==> src/rtl/neuroset_pkg.sv <==
// Shared definitions for the dense-layer sequencer: FSM encoding, layout of a
// layer-table entry, default ping/pong buffer bases and the watchdog width helper.
// Pure declarations: no logic, no latency, no backpressure.
package neuroset_pkg;

  typedef enum logic [2:0] {
    ST_IDLE  = 3'd0,
    ST_SETUP = 3'd1,
    ST_RUN   = 3'd2,
    ST_FLUSH = 3'd3,
    ST_NEXT  = 3'd4
  } state_t;

  // Layer-table entry layout: {in[4:0], out[3:0], nozero}
  localparam int CFG_W       = 10;
  localparam int CFG_IN_LSB  = 5;
  localparam int CFG_IN_W    = 5;
  localparam int CFG_OUT_LSB = 1;
  localparam int CFG_OUT_W   = 4;
  localparam int CFG_NZ_BIT  = 0;

  // Ping/pong pixel buffer bases
  localparam int BUF_A_DEFAULT = 0;
  localparam int BUF_B_DEFAULT = 4096;

  // Watchdog must hold TIMEOUT and be at least 12 bits wide
  function automatic int wd_width(input int timeout);
    int w;
    w = $clog2(timeout + 1);
    return (w < 12) ? 12 : w;
  endfunction

endpackage

==> src/rtl/seq_watchdog.sv <==
// Per-layer RUN-cycle counter; expired flags when the count equals LIMIT.
// Latency: count updates one cycle after enable; expired is a compare on the count.
// No backpressure: clear has priority over enable.
module seq_watchdog #(
  parameter int W     = 12,
  parameter int LIMIT = 4095
) (
  input  logic clk,
  input  logic rst_n,
  input  logic clear,
  input  logic enable,
  output logic expired
);

  logic [W-1:0] cnt_q;
  logic [W-1:0] cnt_d;

  // Next count: clear wins, otherwise advance while enabled
  always_comb begin
    cnt_d = cnt_q;
    if (clear) begin
      cnt_d = '0;
    end else if (enable) begin
      cnt_d = cnt_q + W'(1);
    end
  end

  // Count register
  always_ff @(posedge clk or negedge rst_n) begin
    if (!rst_n) begin
      cnt_q <= '0;
    end else begin
      cnt_q <= cnt_d;
    end
  end

  assign expired = (cnt_q == W'(LIMIT));

endmodule

==> src/rtl/dense_sched.sv <==
// Sequences up to four dense layers through one engine, ping-ponging pixel buffers.
// Latency: start to dense_en high is 2 cycles; every output is a flop.
// No backpressure: the engine signals completion with STOP; a watchdog aborts hung layers.
module dense_sched
  import neuroset_pkg::*;
#(
  parameter int NUM_LAYERS       = 3,
  parameter int SIZE_address_pix = 13,
  parameter int BUF_A            = BUF_A_DEFAULT,
  parameter int BUF_B            = BUF_B_DEFAULT,
  parameter int TIMEOUT          = 4095
) (
  input  logic                        clk,
  input  logic                        rst_n,
  input  logic                        cfg_we,
  input  logic [1:0]                  cfg_idx,
  input  logic [CFG_W-1:0]            cfg_data,
  input  logic                        start,
  input  logic                        STOP,
  output logic                        dense_en,
  output logic [4:0]                  in,
  output logic [3:0]                  out,
  output logic [4:0]                  in_dense,
  output logic                        nozero,
  output logic [SIZE_address_pix-1:0] memstartp,
  output logic [SIZE_address_pix-1:0] memstartzap,
  output logic                        busy,
  output logic                        done,
  output logic                        err,
  output logic [1:0]                  layer_idx
);

  localparam int                        WD_W     = wd_width(TIMEOUT);
  localparam logic [1:0]                LAST_IDX = 2'(NUM_LAYERS - 1);
  localparam logic [SIZE_address_pix-1:0] BASE_A = SIZE_address_pix'(BUF_A);
  localparam logic [SIZE_address_pix-1:0] BASE_B = SIZE_address_pix'(BUF_B);

  state_t                        state_q, state_d;
  logic [CFG_W-1:0]              tbl_q [4];
  logic [CFG_W-1:0]              tbl_d [4];
  logic                          dense_en_q, dense_en_d;
  logic [4:0]                    in_q, in_d;
  logic [3:0]                    out_q, out_d;
  logic                          nozero_q, nozero_d;
  logic [SIZE_address_pix-1:0]   memstartp_q, memstartp_d;
  logic [SIZE_address_pix-1:0]   memstartzap_q, memstartzap_d;
  logic                          busy_q, busy_d;
  logic                          done_q, done_d;
  logic                          err_q, err_d;
  logic [1:0]                    layer_idx_q, layer_idx_d;
  logic [CFG_W-1:0]              cur_cfg;
  logic                          wd_expired;

  // Table is fixed at four slots so the 2-bit index always fits; slots at or
  // beyond NUM_LAYERS are never written and stay zero.
  assign cur_cfg = tbl_q[layer_idx_q];

  seq_watchdog #(
    .W     (WD_W),
    .LIMIT (TIMEOUT)
  ) u_watchdog (
    .clk     (clk),
    .rst_n   (rst_n),
    .clear   (state_q == ST_SETUP),
    .enable  (state_q == ST_RUN),
    .expired (wd_expired)
  );

  // Layer-table writes, accepted only while no sequence is active
  always_comb begin
    tbl_d = tbl_q;
    if (cfg_we && !busy_q && (int'(cfg_idx) < NUM_LAYERS)) begin
      tbl_d[cfg_idx] = cfg_data;
    end
  end

  // Sequencer next-state and registered-output logic
  always_comb begin
    state_d       = state_q;
    in_d          = in_q;
    out_d         = out_q;
    nozero_d      = nozero_q;
    memstartp_d   = memstartp_q;
    memstartzap_d = memstartzap_q;
    busy_d        = busy_q;
    done_d        = 1'b0;
    err_d         = err_q;
    layer_idx_d   = layer_idx_q;

    case (state_q)
      ST_IDLE: begin
        // A start coinciding with the done pulse belongs to the old sequence
        if (start && !done_q) begin
          state_d       = ST_SETUP;
          layer_idx_d   = '0;
          memstartp_d   = BASE_A;
          memstartzap_d = BASE_B;
          err_d         = 1'b0;
          busy_d        = 1'b1;
        end
      end
      ST_SETUP: begin
        state_d  = ST_RUN;
        in_d     = cur_cfg[CFG_IN_LSB +: CFG_IN_W];
        out_d    = cur_cfg[CFG_OUT_LSB +: CFG_OUT_W];
        nozero_d = cur_cfg[CFG_NZ_BIT];
      end
      ST_RUN: begin
        // STOP beats a same-cycle timeout
        if (STOP) begin
          state_d = ST_FLUSH;
        end else if (wd_expired) begin
          state_d = ST_IDLE;
          err_d   = 1'b1;
          busy_d  = 1'b0;
        end
      end
      ST_FLUSH: begin
        state_d = ST_NEXT;
      end
      ST_NEXT: begin
        if (layer_idx_q == LAST_IDX) begin
          state_d = ST_IDLE;
          done_d  = 1'b1;
          busy_d  = 1'b0;
        end else begin
          state_d       = ST_SETUP;
          layer_idx_d   = layer_idx_q + 2'd1;
          memstartp_d   = memstartzap_q;
          memstartzap_d = memstartp_q;
        end
      end
      default: begin
        state_d = ST_IDLE;
        busy_d  = 1'b0;
      end
    endcase

    // Engine runs through RUN and the one-cycle FLUSH that lets the last write land
    dense_en_d = (state_d == ST_RUN) || (state_d == ST_FLUSH);
  end

  // State, table and output registers
  always_ff @(posedge clk or negedge rst_n) begin
    if (!rst_n) begin
      state_q       <= ST_IDLE;
      for (int i = 0; i < 4; i++) begin
        tbl_q[i] <= '0;
      end
      dense_en_q    <= 1'b0;
      in_q          <= '0;
      out_q         <= '0;
      nozero_q      <= 1'b0;
      memstartp_q   <= BASE_A;
      memstartzap_q <= BASE_B;
      busy_q        <= 1'b0;
      done_q        <= 1'b0;
      err_q         <= 1'b0;
      layer_idx_q   <= '0;
    end else begin
      state_q       <= state_d;
      tbl_q         <= tbl_d;
      dense_en_q    <= dense_en_d;
      in_q          <= in_d;
      out_q         <= out_d;
      nozero_q      <= nozero_d;
      memstartp_q   <= memstartp_d;
      memstartzap_q <= memstartzap_d;
      busy_q        <= busy_d;
      done_q        <= done_d;
      err_q         <= err_d;
      layer_idx_q   <= layer_idx_d;
    end
  end

  assign dense_en    = dense_en_q;
  assign in          = in_q;
  assign out         = out_q;
  assign in_dense    = in_q;
  assign nozero      = nozero_q;
  assign memstartp   = memstartp_q;
  assign memstartzap = memstartzap_q;
  assign busy        = busy_q;
  assign done        = done_q;
  assign err         = err_q;
  assign layer_idx   = layer_idx_q;

endmodule

==> config.mk <==
export PLATFORM = sky130hd
export DESIGN_NAME = dense_sched
export DESIGN_NICKNAME = d
export VERILOG_FILES = /design/src/rtl/neuroset_pkg.sv /design/src/rtl/seq_watchdog.sv /design/src/rtl/dense_sched.sv
export SDC_FILE = /design/constraint.sdc
export NUM_CORES = 1
export LEC_CHECK = 0
export ABC_AREA = 1
export CORE_MARGIN = 4
export CORE_UTILIZATION = 50
export DETAILED_ROUTE_END_ITERATION = 6
export HOLD_SLACK_MARGIN = 0.1
export PLACE_DENSITY = 0.87
export SETUP_SLACK_MARGIN = 0.1
export SYNTH_ARGS = -nofsm -noshare
export SYNTH_HDL_FRONTEND = slang
export SYNTH_SLANG_ARGS = --single-unit
==> constraint.sdc <==
create_clock -name clk -period 2.4 [get_ports clk]
set_input_delay 0.24 -clock clk [delete_from_list [all_inputs] [get_ports clk]]
set_output_delay 0.24 -clock clk [all_outputs]
set_load 0.01 [all_outputs]
Word-level counts from Yosys, hierarchy flattened
Cells that the tools add are included.
{"block": "totals", "regBits": 97, "elab_cells": 86, "output_inout_bits": 47, "input_bits": 17}
{"block": "op_classes", "add_sub_neg": 2, "n_bitwise": 3, "n_eq_ne": 13, "order_cmp": 4, "reduce_logical": 15, "mux": 33}
{"cell": "13-bit 2-to-1 mux", "count": 4}
{"cell": "13-bit case mux with 2 select lines", "count": 2}
{"cell": "40-bit bitwise mux", "count": 1}
{"cell": "10-bit 2-to-1 mux", "count": 3}
{"cell": "12-bit 2-to-1 mux", "count": 2}
{"cell": "10-bit binary-select mux with 2-bit select", "count": 1}
{"cell": "10-bit demux with 2-bit select", "count": 1}
{"cell": "3-bit case mux with 5 select lines", "count": 1}
{"cell": "12-bit by 1-bit adder with 12-bit output, second input constant", "count": 1}
{"cell": "12-bit == test, second input constant", "count": 1}
{"cell": "3-bit by 2-bit == test with 1-bit output, second input constant", "count": 4}
{"cell": "1-bit 2-to-1 mux", "count": 10}
{"cell": "2-bit inequality test, second input constant", "count": 5}
{"cell": "3-bit 2-to-1 mux", "count": 3}
{"cell": "3-bit greater-or-equal comparator, second input constant", "count": 2}
{"cell": "2-bit NOT with 3-bit output", "count": 2}
{"cell": "2-bit nonzero test", "count": 3}
{"cell": "5-bit AND reduction", "count": 1}
{"cell": "1-bit logical AND", "count": 4}
{"cell": "2-bit 2-to-1 mux", "count": 2}
{"cell": "1-bit case mux with 4 select lines", "count": 1}
{"cell": "2-bit case mux with 2 select lines", "count": 1}
{"cell": "4-bit AND reduction", "count": 1}
{"cell": "3-bit by 1-bit == test with 1-bit output, second input constant", "count": 1}
{"cell": "12 further kinds", "count": 13}

Longest topological paths before layout
Gate-level depths: netlist of run 1.
{"block": "logic_depth", "depth_word": 6, "depth_mapped": 10}

By module
From an unflattened synthesis of run 1, not the netlist that was laid out.
{"block": "unflattened", "hier_cells": 486, "area_unflattened_um2": 4262.8}
{"module": "dense_sched", "cells_per_inst": 403, "instances": 1, "area_each_um2": 3593.4}
{"module": "seq_watchdog", "cells_per_inst": 83, "instances": 1, "area_each_um2": 669.4}

Worst setup path before layout of run 1
Ideal clock, no wire load.
{"block": "synth_path", "path_type": "flip-flop to flip-flop", "from": "reg layer_idx_q[0] (netlist: layer_idx[0])", "to": "reg memstartp_q[10] (netlist: memstartp[10])", "arrival_time_ps": 1617, "setup_ps": 66, "stages_incl_launch_ff": 9, "n_path_buf": 2, "path_slack_ps": 717, "required_ps": 2334, "synth_period_minus_slack_ps": 1683, "cell_sequence": "dfrtp_1 -> inv_1 -> clkbuf_1 -> ha_1 -> inv_1 -> nand3_4 -> buf_1 -> nand3_1 -> nand2_1"}
{"block": "synth_via", "elab_chain_len": 3}
{"element": "start, declared", "line": "dense_sched.sv:50", "rtl": "logic [1:0] layer_idx_q, layer_idx_d;"}
{"element": "start signal, assigned", "line": "dense_sched.sv:172", "rtl": "layer_idx_q <= layer_idx_d;"}
{"element": "2-bit == test", "line": "dense_sched.sv:122", "rtl": "if (layer_idx_q == LAST_IDX) begin"}
{"element": "2-bit inequality test (no line)"}
{"element": "3-bit AND reduction (no line)"}
{"element": "end signal, assigned", "line": "dense_sched.sv:167", "rtl": "memstartp_q <= memstartp_d;"}
{"element": "end, declared", "line": "dense_sched.sv:45", "rtl": "logic [SIZE_address_pix-1:0] memstartp_q, memstartp_d;"}
Every way passes these cells.
A chain may end at the register's enable or synchronous reset.

Worst setup path after layout of run 1
{"block": "layout_path", "from": "reg layer_idx_q[1] (netlist: layer_idx[1])", "to": "reg layer_idx_q[0] (netlist: layer_idx[0])"}
{"block": "layout_via", "elab_chain_len": 3}
{"element": "2-bit == test", "line": "dense_sched.sv:122"}
{"element": "2-bit inequality test (no line)"}
{"element": "3-bit AND reduction (no line)"}
Every way passes these cells.

==> flow_summary.json, run 1 <==
{
  "path_delay_family": "simple AND/OR/NAND/NOR gates",
  "pwr-share-clk_pct": 19.3,
  "core-area_sq_um": 8220,
  "ant_nets": 0,
  "cts_htree_levels": 3,
  "cts_made_buffers": 9,
  "drc": 0,
  "seq_area_sq_um": 2430,
  "routedWlPerCell_um": 13.9,
  "max-clock-path-buffers": 2,
  "max_stage_delay_ns": 0.53,
  "status": "finished, final reports clean",
  "grt_max_degree": 43,
  "power_switching_share_pct": 37.8,
  "fmax_ghz": 0.498,
  "syn_area_sq_um": 4210,
  "crit_chain": "ha_1 -> inv_1 -> nand3_4 -> nand2_2 -> nand3_1 -> o21ai_1",
  "ios": 64,
  "setup_ws_ns": 0.391,
  "io_buffers": 63,
  "synth_area_leader_cell": "dfrtp_1",
  "crit_end": "layer_idx[0]$_DFFE_PN0P_",
  "ys_seq_area_share_pct": 57.6,
  "fin_tns_setup_ns": 0,
  "reg2reg_slack_ns": 0.39,
  "gp_congestion": 0.907,
  "grt_usage_pct": 18.6,
  "hold_path_class": "in2async",
  "vdd_drop_max_uv": 442,
  "avgSynthCellArea_sq_um": 8.71,
  "fin_crit_sh_pct": 83.7,
  "end_kind": "flop",
  "row_count": 33,
  "pre_cts_slack_ns": 0.435,
  "area.growth.synth_to_final_pct": 19.2,
  "ys_top_cells_by_count": "nand2_1 (126), dfrtp_1 (96), nand3_1 (66)",
  "power_density_nw_per_um2": 999,
  "crit_path_start": "layer_idx[1]$_DFFE_PN0P_",
  "synth.most_common_cell": "nand2_1",
  "netlist.area_leader.share_pct": 57.0,
  "rsz0062_at_grt": "no",
  "seq_power_share_pct": 46.3,
  "synth-seq-cells": 97,
  "dieArea_sq_um": 9960,
  "slew_headroom_pct": 55.2,
  "finalSetupViolCount": 0,
  "required_ns": 2.68,
  "combPwrFrac_pct": 34.4,
  "netlist_top_cells_area": "dfrtp_1 (57%), nand2_1 (11%), nand3_1 (7.8%)",
  "p_leak_nw": 2.50,
  "finalCriticalPeriod_ns": 2.01,
  "worstMarginPinSlew_ns": 0.670,
  "cp.depth": 6,
  "chipHeight_um": 99.8,
  "slowest_stage": "nand2_2",
  "path_clk_slew_ns": 0.10,
  "multi_input_area_sq_um": 1480,
  "wl_mm": 8.84,
  "via_per_inst": 5.36,
  "tritoncts": "built",
  "placed_area_sq_um": 4840,
  "ys_warn_count": 0,
  "switching_power_mw": 1.90,
  "drt-initial-drc-count": 224,
  "cap_violations": 0,
  "final_cell_area_sq_um": 5020,
  "crit_fanout": 31,
  "yosys.cell_types.count": 30,
  "worstSetupPathType": "reg2reg",
  "dr.pass1.iters": 5,
  "maxSlewViolCount": 0,
  "power_mw": 5.02,
  "skew_ns": 0.00860,
  "vias": 3404,
  "n_antenna_cell": 0,
  "initial_core_util_pct": 51.3,
  "timing.rr.start": "layer_idx[1]$_DFFE_PN0P_",
  "final_nets": 544,
  "grt_pass1_wl_mm": 15.1,
  "post-route-util_pct": 61.1,
  "critPathArrivalTime_ns": 2.29,
  "reg2reg_to": "layer_idx[0]$_DFFE_PN0P_",
  "overflow": 0,
  "rr_worst_depth": 6,
  "hpwl_mm": 6.28,
  "cts_sinks": 97,
  "antenna_found_initial": 0,
  "crit_path_start_kind": "flop",
  "first_global_vias": 3216,
  "p_int_mw": 3.12,
  "insertion_delay_ns": 0.36,
  "postSynthCellCount": 484,
  "synth_edf_count": 0,
  "nFillCells": 670,
  "drive_above_1_share_pct": 5.85,
  "cts_root_buffer": "clkbuf_8",
  "die_width_um": 99.8,
  "synth_nets": 503,
  "cts_resized": 0,
  "async_flop_share_pct": 100,
  "crit_buf_inv": 1,
  "hold_viol_final": 0,
  "ys.flop_type": "dfrtp_1"
}
[per-stage QoR]
| stage | hold slack [ns] | instances |
|---|---|---|
| floorplan | -0.0556 | 484 |
| global placement | 0.223 | 618 |
| detailed placement | 0.227 | 618 |
| CTS | 0.378 | 635 |
| global route | 0.397 | 635 |
| finish | 0.357 | 635 |
[sequential cells by signal, indices dropped and copies added (netlist names)]
| signal | cells |
|---|---|
| tbl_q | 40 |
| memstartp | 13 |
| memstartzap | 13 |
| u_watchdog.cnt_q | 12 |
| in | 5 |
| out | 4 |
| state_q | 3 |
| layer_idx | 2 |
| busy | 1 |
| dense_en | 1 |
| done | 1 |
| err | 1 |
| nozero | 1 |
[worst register-to-register path, cell delays in order, from the launching register on]
cell,delay [ns]
dfrtp_1,0.52
ha_1,0.24
inv_1,0.11
nand3_4,0.28
nand2_2,0.53
nand3_1,0.15
o21ai_1,0.11
[how the worst min path moves through the flow]
stage	depth (start not counted)	from	slack, ns	end
after floorplan	0	rst_n	-0.06	busy$_DFFE_PN0P_
final	2	rst_n	0.36	memstartp[8]$_DFFE_PN0P_
after detailed placement	1	rst_n	0.23	memstartp[8]$_DFFE_PN0P_
after global routing	2	rst_n	0.40	memstartp[8]$_DFFE_PN0P_
after CTS	2	rst_n	0.38	memstartp[8]$_DFFE_PN0P_
after global placement	1	rst_n	0.22	memstartp[8]$_DFFE_PN0P_
[placed cells by master, fill, tap and decap left out, types with 5 or more instances in the layout]
cell,instances
buf_4,5
inv_1,29
o22ai_1,10
clkdlybuf4s50_1,62
nand2_1,126
nand3_1,66
o21ai_0,57
dfrtp_1,96
nor2_1,33
clkbuf_8,9
[power groups by stage]
| stage | Sequential [mW] | Combinational, mW | Clock [mW] |
|---|---|---|---|
| 6_report | 2.32 | 1.73 | 0.968 |
| 5_1_grt | 2.38 | 1.94 | 1.06 |
| 4_1_cts | 2.32 | 1.73 | 0.982 |
| 3_5_place_dp | 2.35 | 1.72 | 0 |
| 3_3_place_gp | 2.33 | 1.67 | 0 |
| 2_1_floorplan | 2.33 | 1.13 | 0 |
[logic make-up (layout without fill, tap and decap cells)]
logic type | after synthesis | count (layout) | share of synthesized area (%)
XOR/XNOR | 1 | 1 | 0.208
buffers and inverters | 71 | 117 | 7.30
AO/OA/AOI/OAI | 74 | 74 | 9.35
flip-flops | 97 | 97 | 57.6
multiplexers | 1 | 1 | 0.238
AND/OR/NAND/NOR | 238 | 238 | 24.7
adder cells (fa/ha/maj) | 2 | 2 | 0.594
[area by class of cell]
| class | instances | area share (%) |
|---|---|---|
| timing repair buffer | 69 | 13.7 |
| multi-input combinational | 316 | 29.4 |
| clock buffer | 10 | 2.54 |
| tap | 105 | 2.62 |
| inverter | 32 | 2.39 |
| clock inverter | 6 | 0.996 |
| sequential | 97 | 48.3 |
[routing by layer]
metal / wire length (um) / share of wire [%] / GRT usage (%)
met1: 3950 / 45 / 25.6
met2: 4180 / 47 / 29.5
met3: 484 / 5.5 / 3.61
met4: 228 / 2.6 / 7.25
met5: 0 / 0 / 0
[what timing repair did]
action / 4_1_cts / 5_1_grt
buffers inserted: 0 / 0
hold buffers: 1 / 0
endpoints found under the hold margin: 34 / 0
No activity file was read; power rests on OpenSTA's default activity.
==> run 2: changes to the inputs <==
--- a/config.mk
+++ b/config.mk
@@ -7,7 +7,7 @@
 export LEC_CHECK = 0
 export ABC_AREA = 1
 export CORE_MARGIN = 4
-export CORE_UTILIZATION = 50
+export CORE_UTILIZATION = 48
 export DETAILED_ROUTE_END_ITERATION = 6
 export HOLD_SLACK_MARGIN = 0.1
 export PLACE_DENSITY = 0.87
==> constraint.sdc (replaced) <==
create_clock -name clk -period 1.6 [get_ports clk]
set_input_delay 0.16 -clock clk [delete_from_list [all_inputs] [get_ports clk]]
set_output_delay 0.16 -clock clk [all_outputs]
set_load 0.01 [all_outputs]
==> flow_summary.json, run 2 (synthesis results as in run 1) <==
{
  "pwr-share-clk_pct": 20.4,
  "area.growth.synth_to_final_pct": 25.1,
  "crit_fanout": 3,
  "final_cell_area_sq_um": 5270,
  "power_density_nw_per_um2": 1510,
  "tritoncts": "built",
  "fmax_ghz": 0.682,
  "first_global_vias": 3504,
  "hold_viol_final": 0,
  "grtUsageMet2_pct": 33.7,
  "routedWlPerCell_um": 15.2,
  "status": "finished, final reports clean",
  "cap_violations": 0,
  "slew_headroom_pct": 77.0,
  "worstMarginPinSlew_ns": 0.344,
  "vdd_drop_max_uv": 635,
  "drive_above_1_share_pct": 10.0,
  "vias": 3546,
  "crit_path_start_kind": "flop",
  "grt_usage_pct": 20.1,
  "cts_sinks": 97,
  "switching_power_mw": 2.93,
  "end_kind": "primary output",
  "core-area_sq_um": 8380,
  "finalSetupViolCount": 0,
  "largest_register_ff_count": 40,
  "hpwl_mm": 6.92,
  "row_count": 33,
  "io_buffers": 63,
  "p_int_mw": 5.01,
  "required_ns": 1.44,
  "crit_chain": "clkdlybuf4s50_1",
  "n_antenna_cell": 0,
  "max-clock-path-buffers": 2,
  "fin_crit_sh_pct": 91.7,
  "hold_path_class": "in2async",
  "final_nets": 564,
  "die_width_um": 102,
  "use_met1_pct": 25.8,
  "pre_cts_slack_ns": 0.0331,
  "crit_buf_inv": 1,
  "antenna_found_initial": 0,
  "post-route-util_pct": 62.9,
  "cts_htree_levels": 3,
  "max_stage_delay_ns": 0.55,
  "drc": 0,
  "regMostFlops": "tbl_q",
  "chipHeight_um": 102,
  "power_mw": 7.95,
  "power_switching_share_pct": 36.9,
  "placed_area_sq_um": 4950,
  "p_leak_nw": 2.91,
  "grt_max_degree": 45,
  "overflow": 0,
  "dieArea_sq_um": 10300,
  "rsz0062_at_grt": "no",
  "combPwrFrac_pct": 35.8,
  "via_per_inst": 5.42,
  "worstSetupPathType": "reg2out",
  "path_clk_slew_ns": 0.10,
  "holdWs_ns": 0.214,
  "initial_core_util_pct": 50.3,
  "insertion_delay_ns": 0.35,
  "place_inst": 630,
  "setup_ws_ns": 0.133,
  "finalCriticalPeriod_ns": 1.47,
  "critPathArrivalTime_ns": 1.31,
  "ant_nets": 0,
  "met3_usage_pct": 4.89,
  "ios": 64,
  "path_delay_family": "buffers and inverters",
  "dr.pass1.iters": 4,
  "drt-initial-drc-count": 195,
  "fin_cells": 654,
  "maxSlewViolCount": 0,
  "grt_pass1_wl_mm": 16.6,
  "final_cell_mix": "nand2_1 (126), dfrtp_1 (96), nand3_1 (66), o21ai_0 (56), clkdlybuf4s50_1 (41)",
  "final_common_cell": "nand2_1",
  "top_usage_layer": "met2",
  "skew_ns": 0.0144,
  "wl_mm": 9.93,
  "cts_root_buffer": "clkbuf_8",
  "fin_tns_setup_ns": 0,
  "gp_congestion": 0.815,
  "cts_made_buffers": 9,
  "slowest_stage": "clkdlybuf4s50_1",
  "seq_power_share_pct": 43.8
}
## run 2: repair_timing
| item | in CTS | in global routing |
|---|---|---|
| endpoints found under the hold margin | 96 | 0 |
| hold buffers | 1 | 0 |
| pin swaps | 0 | 0 |
| endpoints found under the setup margin | 5 | 44 |
| buffers inserted | 0 | 8 |
| gates cloned | 0 | 0 |
| gates resized for setup | 5 | 23 |
## run 2: per-layer routing
layer  routed length [um]  vias up
li1                     -     1685
met1                 4090     1725
met2                 5060      116
met3                  590       20
met4                  180        0
met5                    0        -
## run 2: path summary, 6_finish.rpt
check                                              end                       start  depth (start not counted)  slack (ns)
setup / recovery                        memstartzap[1]  memstartzap[1]$_DFFE_PN0P_                          1        0.13
hold / removal                    tbl_q[7]$_DFFE_PN0P_                       rst_n                          2        0.21
setup reg to reg            memstartzap[2]$_DFFE_PN0P_        state_q[1]$_DFF_PN0_                          6        0.20
hold reg to reg                   tbl_q[3]$_DFFE_PN0P_        tbl_q[3]$_DFFE_PN0P_                          0        0.39
max in group asynchronous  memstartzap[12]$_DFFE_PN1P_                       rst_n                          3        0.83
min in group clk                  tbl_q[3]$_DFFE_PN0P_        tbl_q[3]$_DFFE_PN0P_                          0        0.39
## run 2: cell type report
type	instances	area (sq um)
Timing Repair Buffer	89	905
Multi-Input combinational cell	316	1480
Sequential cell	97	2430
Fill cell	635	3110
Tap cell	105	131
Clock inverter	5	62.6
Clock buffer	10	138
Inverter	32	125
## run 2: power groups by stage
stage               logic (mW)  clock network (mW)  registers [mW]
floorplan                 1.72                   0            3.49
global placement          2.61                   0            3.49
detailed placement        2.75                   0            3.52
CTS                       2.75                1.64            3.48
global route              3.19                1.74            3.54
finish                    2.85                1.62            3.48
==> run 3: changes to the inputs <==
--- a/config.mk
+++ b/config.mk
@@ -5,7 +5,7 @@
 export SDC_FILE = /design/constraint.sdc
 export NUM_CORES = 1
 export LEC_CHECK = 0
-export ABC_AREA = 1
+export ABC_AREA = 0
 export CORE_MARGIN = 4
 export CORE_UTILIZATION = 48
 export DETAILED_ROUTE_END_ITERATION = 6
==> constraint.sdc (replaced) <==
create_clock -name clk -period 1.28 [get_ports clk]
set_input_delay 0.128 -clock clk [delete_from_list [all_inputs] [get_ports clk]]
set_output_delay 0.128 -clock clk [all_outputs]
set_load 0.01 [all_outputs]
==> flow_summary.json, run 3 <==
{
  "n_antenna_cell": 0,
  "slew_headroom_pct": 76.5,
  "synth_edf_count": 0,
  "path_clk_slew_ns": 0.10,
  "synth_nets": 381,
  "violations": "setup timing",
  "yosys.cell_types.count": 42,
  "die_width_um": 101,
  "finalCriticalPeriod_ns": 1.68,
  "maxSlewViolCount": 0,
  "ys_seq_area_share_pct": 58.2,
  "ys.flop_type": "dfrtp_1",
  "wl_mm": 13.8,
  "final_cell_area_sq_um": 6500,
  "reg2reg_slack_ns": -0.40,
  "netlist.area_leader.share_pct": 57.6,
  "rr_worst_depth": 7,
  "synth_adder_area_share_pct": 0.600,
  "avgSynthCellArea_sq_um": 11.5,
  "hold_viol_final": 0,
  "ys_warn_count": 0,
  "fmax_ghz": 0.595,
  "cap_violations": 0,
  "regMostFlops": "tbl_q",
  "worstSetupPathType": "reg2reg",
  "io_buffers": 63,
  "grt_pass1_wl_mm": 18.7,
  "core-area_sq_um": 8340,
  "path_delay_family": "buffers and inverters",
  "setup_ws_ns": -0.402,
  "largest_register_ff_count": 40,
  "p_leak_nw": 3.03,
  "worstMarginPinSlew_ns": 0.353,
  "chipHeight_um": 101,
  "dieArea_sq_um": 10200,
  "place_inst": 536,
  "final_cell_mix": "dfrtp_1 (92), nand2_1 (67), buf_4 (65), buf_6 (36), mux2_4 (30)",
  "cts_made_buffers": 9,
  "fin_crit_sh_pct": 131,
  "skew_ns": 0.00900,
  "slowest_stage": "dfrtp_2",
  "overflow": 0,
  "initial_core_util_pct": 50.0,
  "gp_congestion": 0.846,
  "synth-compound-area-share_pct": 8.25,
  "antenna_found_initial": 0,
  "cts_sinks": 97,
  "area.growth.synth_to_final_pct": 56.0,
  "grt_usage_pct": 23.9,
  "netlist_top_cells_area": "dfrtp_1 (58%), nand2_1 (8.4%), mux2_2 (5.4%)",
  "end_kind": "flop",
  "status": "complete, but fails checks",
  "ys_top_cells_by_count": "dfrtp_1 (96), nand2_1 (93), o21ai_1 (39)",
  "grt_max_degree": 37,
  "crit_chain": "nor3b_1 -> buf_4 -> o21ai_4 -> buf_6 -> clkbuf_16 -> nand2_1 -> o21ai_1",
  "nFillCells": 458,
  "max-clock-path-buffers": 2,
  "synth.most_common_cell": "dfrtp_1",
  "fin_cells": 621,
  "synth_xor_area_share_pct": 0,
  "via_per_inst": 5.69,
  "drt-initial-drc-count": 230,
  "vdd_drop_max_uv": 1000,
  "cts_htree_levels": 3,
  "pre_cts_slack_ns": -0.340,
  "tritoncts": "built",
  "async_flop_share_pct": 100,
  "hpwl_mm": 6.56,
  "row_count": 33,
  "dr.pass1.iters": 5,
  "synth_top_family_by_area": "simple AND/OR/NAND/NOR gates",
  "crit_buf_inv": 3,
  "crit_path_start_kind": "flop",
  "drc": 0,
  "rsz0062_at_grt": "yes",
  "yosys.area_share.simple_pct": 14.2,
  "synthMuxAreaShare_pct": 13.7,
  "finalSetupViolCount": 87,
  "final_nets": 530,
  "drive_above_1_share_pct": 54.8,
  "synth_area_leader_cell": "dfrtp_1",
  "postSynthCellCount": 362,
  "vias": 3532,
  "ant_nets": 0,
  "cts_root_buffer": "clkbuf_8",
  "insertion_delay_ns": 0.38,
  "required_ns": 1.54,
  "critPathArrivalTime_ns": 1.95,
  "crit_fanout": 6,
  "routedWlPerCell_um": 22.2,
  "placed_area_sq_um": 5330,
  "power_density_nw_per_um2": 2010,
  "first_global_vias": 3556,
  "synth-seq-cells": 97,
  "hold_path_class": "in2async",
  "syn_area_sq_um": 4170,
  "timing.rr.start": "state_q[2]$_DFF_PN0_",
  "ios": 64,
  "final_common_cell": "dfrtp_1",
  "max_stage_delay_ns": 0.50,
  "reg2reg_to": "memstartzap[1]$_DFFE_PN0P_"
}
## run 3: cell types whose count changed in the layout (fill, tap and decap cells not counted), sizes merged, moves of 11 or more
cell,previous run,this run
clkdlybuf4s15,0,11
inv,32,5
mux2,0,30
clkdlybuf4s50,41,15
nor2,34,7
o21ai,59,40
dlymetal6s2s,16,0
nand2,127,93
clkbuf,10,38
buf,26,115
nand3,69,7
## run 3: layout make-up
cell class / instances / area [sq um] / area share, %
Sequential cell: 97 / 2430 / 37.4
Clock buffer: 9 / 124 / 1.90
Inverter: 2 / 10.0 / 0.154
Tap cell: 105 / 131 / 2.02
Clock inverter: 7 / 96.3 / 1.48
Multi-Input combinational cell: 230 / 2080 / 32.0
Timing Repair Buffer: 171 / 1630 / 25.0
## run 3: repair_timing
item / 4_1_cts / 5_1_grt
gates cloned: 1 / 9
hold endpoints to repair: 97 / 0
buffers inserted: 46 / 13
hold buffers: 1 / 0
pin swaps: 19 / 30
gates resized for setup: 172 / 99
endpoints found under the setup margin: 133 / 119
## run 3: power breakdown
group / internal (mW) / switching, mW / total, mW
Clock: 0.965 / 1.28 / 2.24
Sequential: 3.85 / 0.628 / 4.48
Combinational: 3.52 / 2.80 / 6.32
Total: 8.34 / 4.70 / 13.0
## run 3: worst max path at each step
stage                              from                         end  slack, ns  cells past startpoint
5_1_grt            state_q[1]$_DFF_PN0_            busy$_DFFE_PN0P_      -0.40                      6
3_3_place_gp                 cfg_idx[0]       tbl_q[22]$_DFFE_PN0P_      -0.29                      4
2_1_floorplan  layer_idx[0]$_DFFE_PN0P_            busy$_DFFE_PN0P_      -0.38                      7
6_report           state_q[2]$_DFF_PN0_  memstartzap[1]$_DFFE_PN0P_      -0.40                      7
3_5_place_dp                 cfg_idx[1]       tbl_q[15]$_DFFE_PN0P_      -0.34                      4
4_1_cts        layer_idx[0]$_DFFE_PN0P_  memstartzap[4]$_DFFE_PN0P_      -0.23                      8
## run 3: worst reg2reg max path, delay by kind of cell (launching register included)
kind                   cells  cell delay (ns)
AO/OA/AOI/OAI              2             0.16
buffers and inverters      3             0.53
flip-flops                 1             0.50
AND/OR/NAND/NOR            2             0.37
## run 3: cells by family (layout without fill, tap and decap cells)
kind of cell	count (synthesis)	in the layout
compound gates	57	58
fa+ha+maj	2	2
buf+inv	36	189
flops	97	97
mux	41	41
simple gates	129	129
## run 3: per-layer routing
layer / up-vias / wire, um / track usage (%)
met3: 33 / 820 / 5.79
met4: 0 / 349 / 8.38
met2: 156 / 7400 / 40.8
li1: 1547 / - / -
met5: - / 0 / 0
met1: 1796 / 5210 / 29.8
## run 3: through the flow
stage / utilization [%] / TNS, ns / power, mW / hold WS (ns)
floorplan: - / -9.87 / 7.17 / -0.168
global placement: 63.8 / -15.50 / 8.41 / 0.0502
detailed placement: 63.8 / -18.67 / 8.62 / 0.0536
CTS: 73.5 / -10.56 / 11.6 / 0.207
global route: 78.0 / -22.54 / 13.6 / 0.210
finish: 78.0 / -18.77 / 13.0 / 0.183
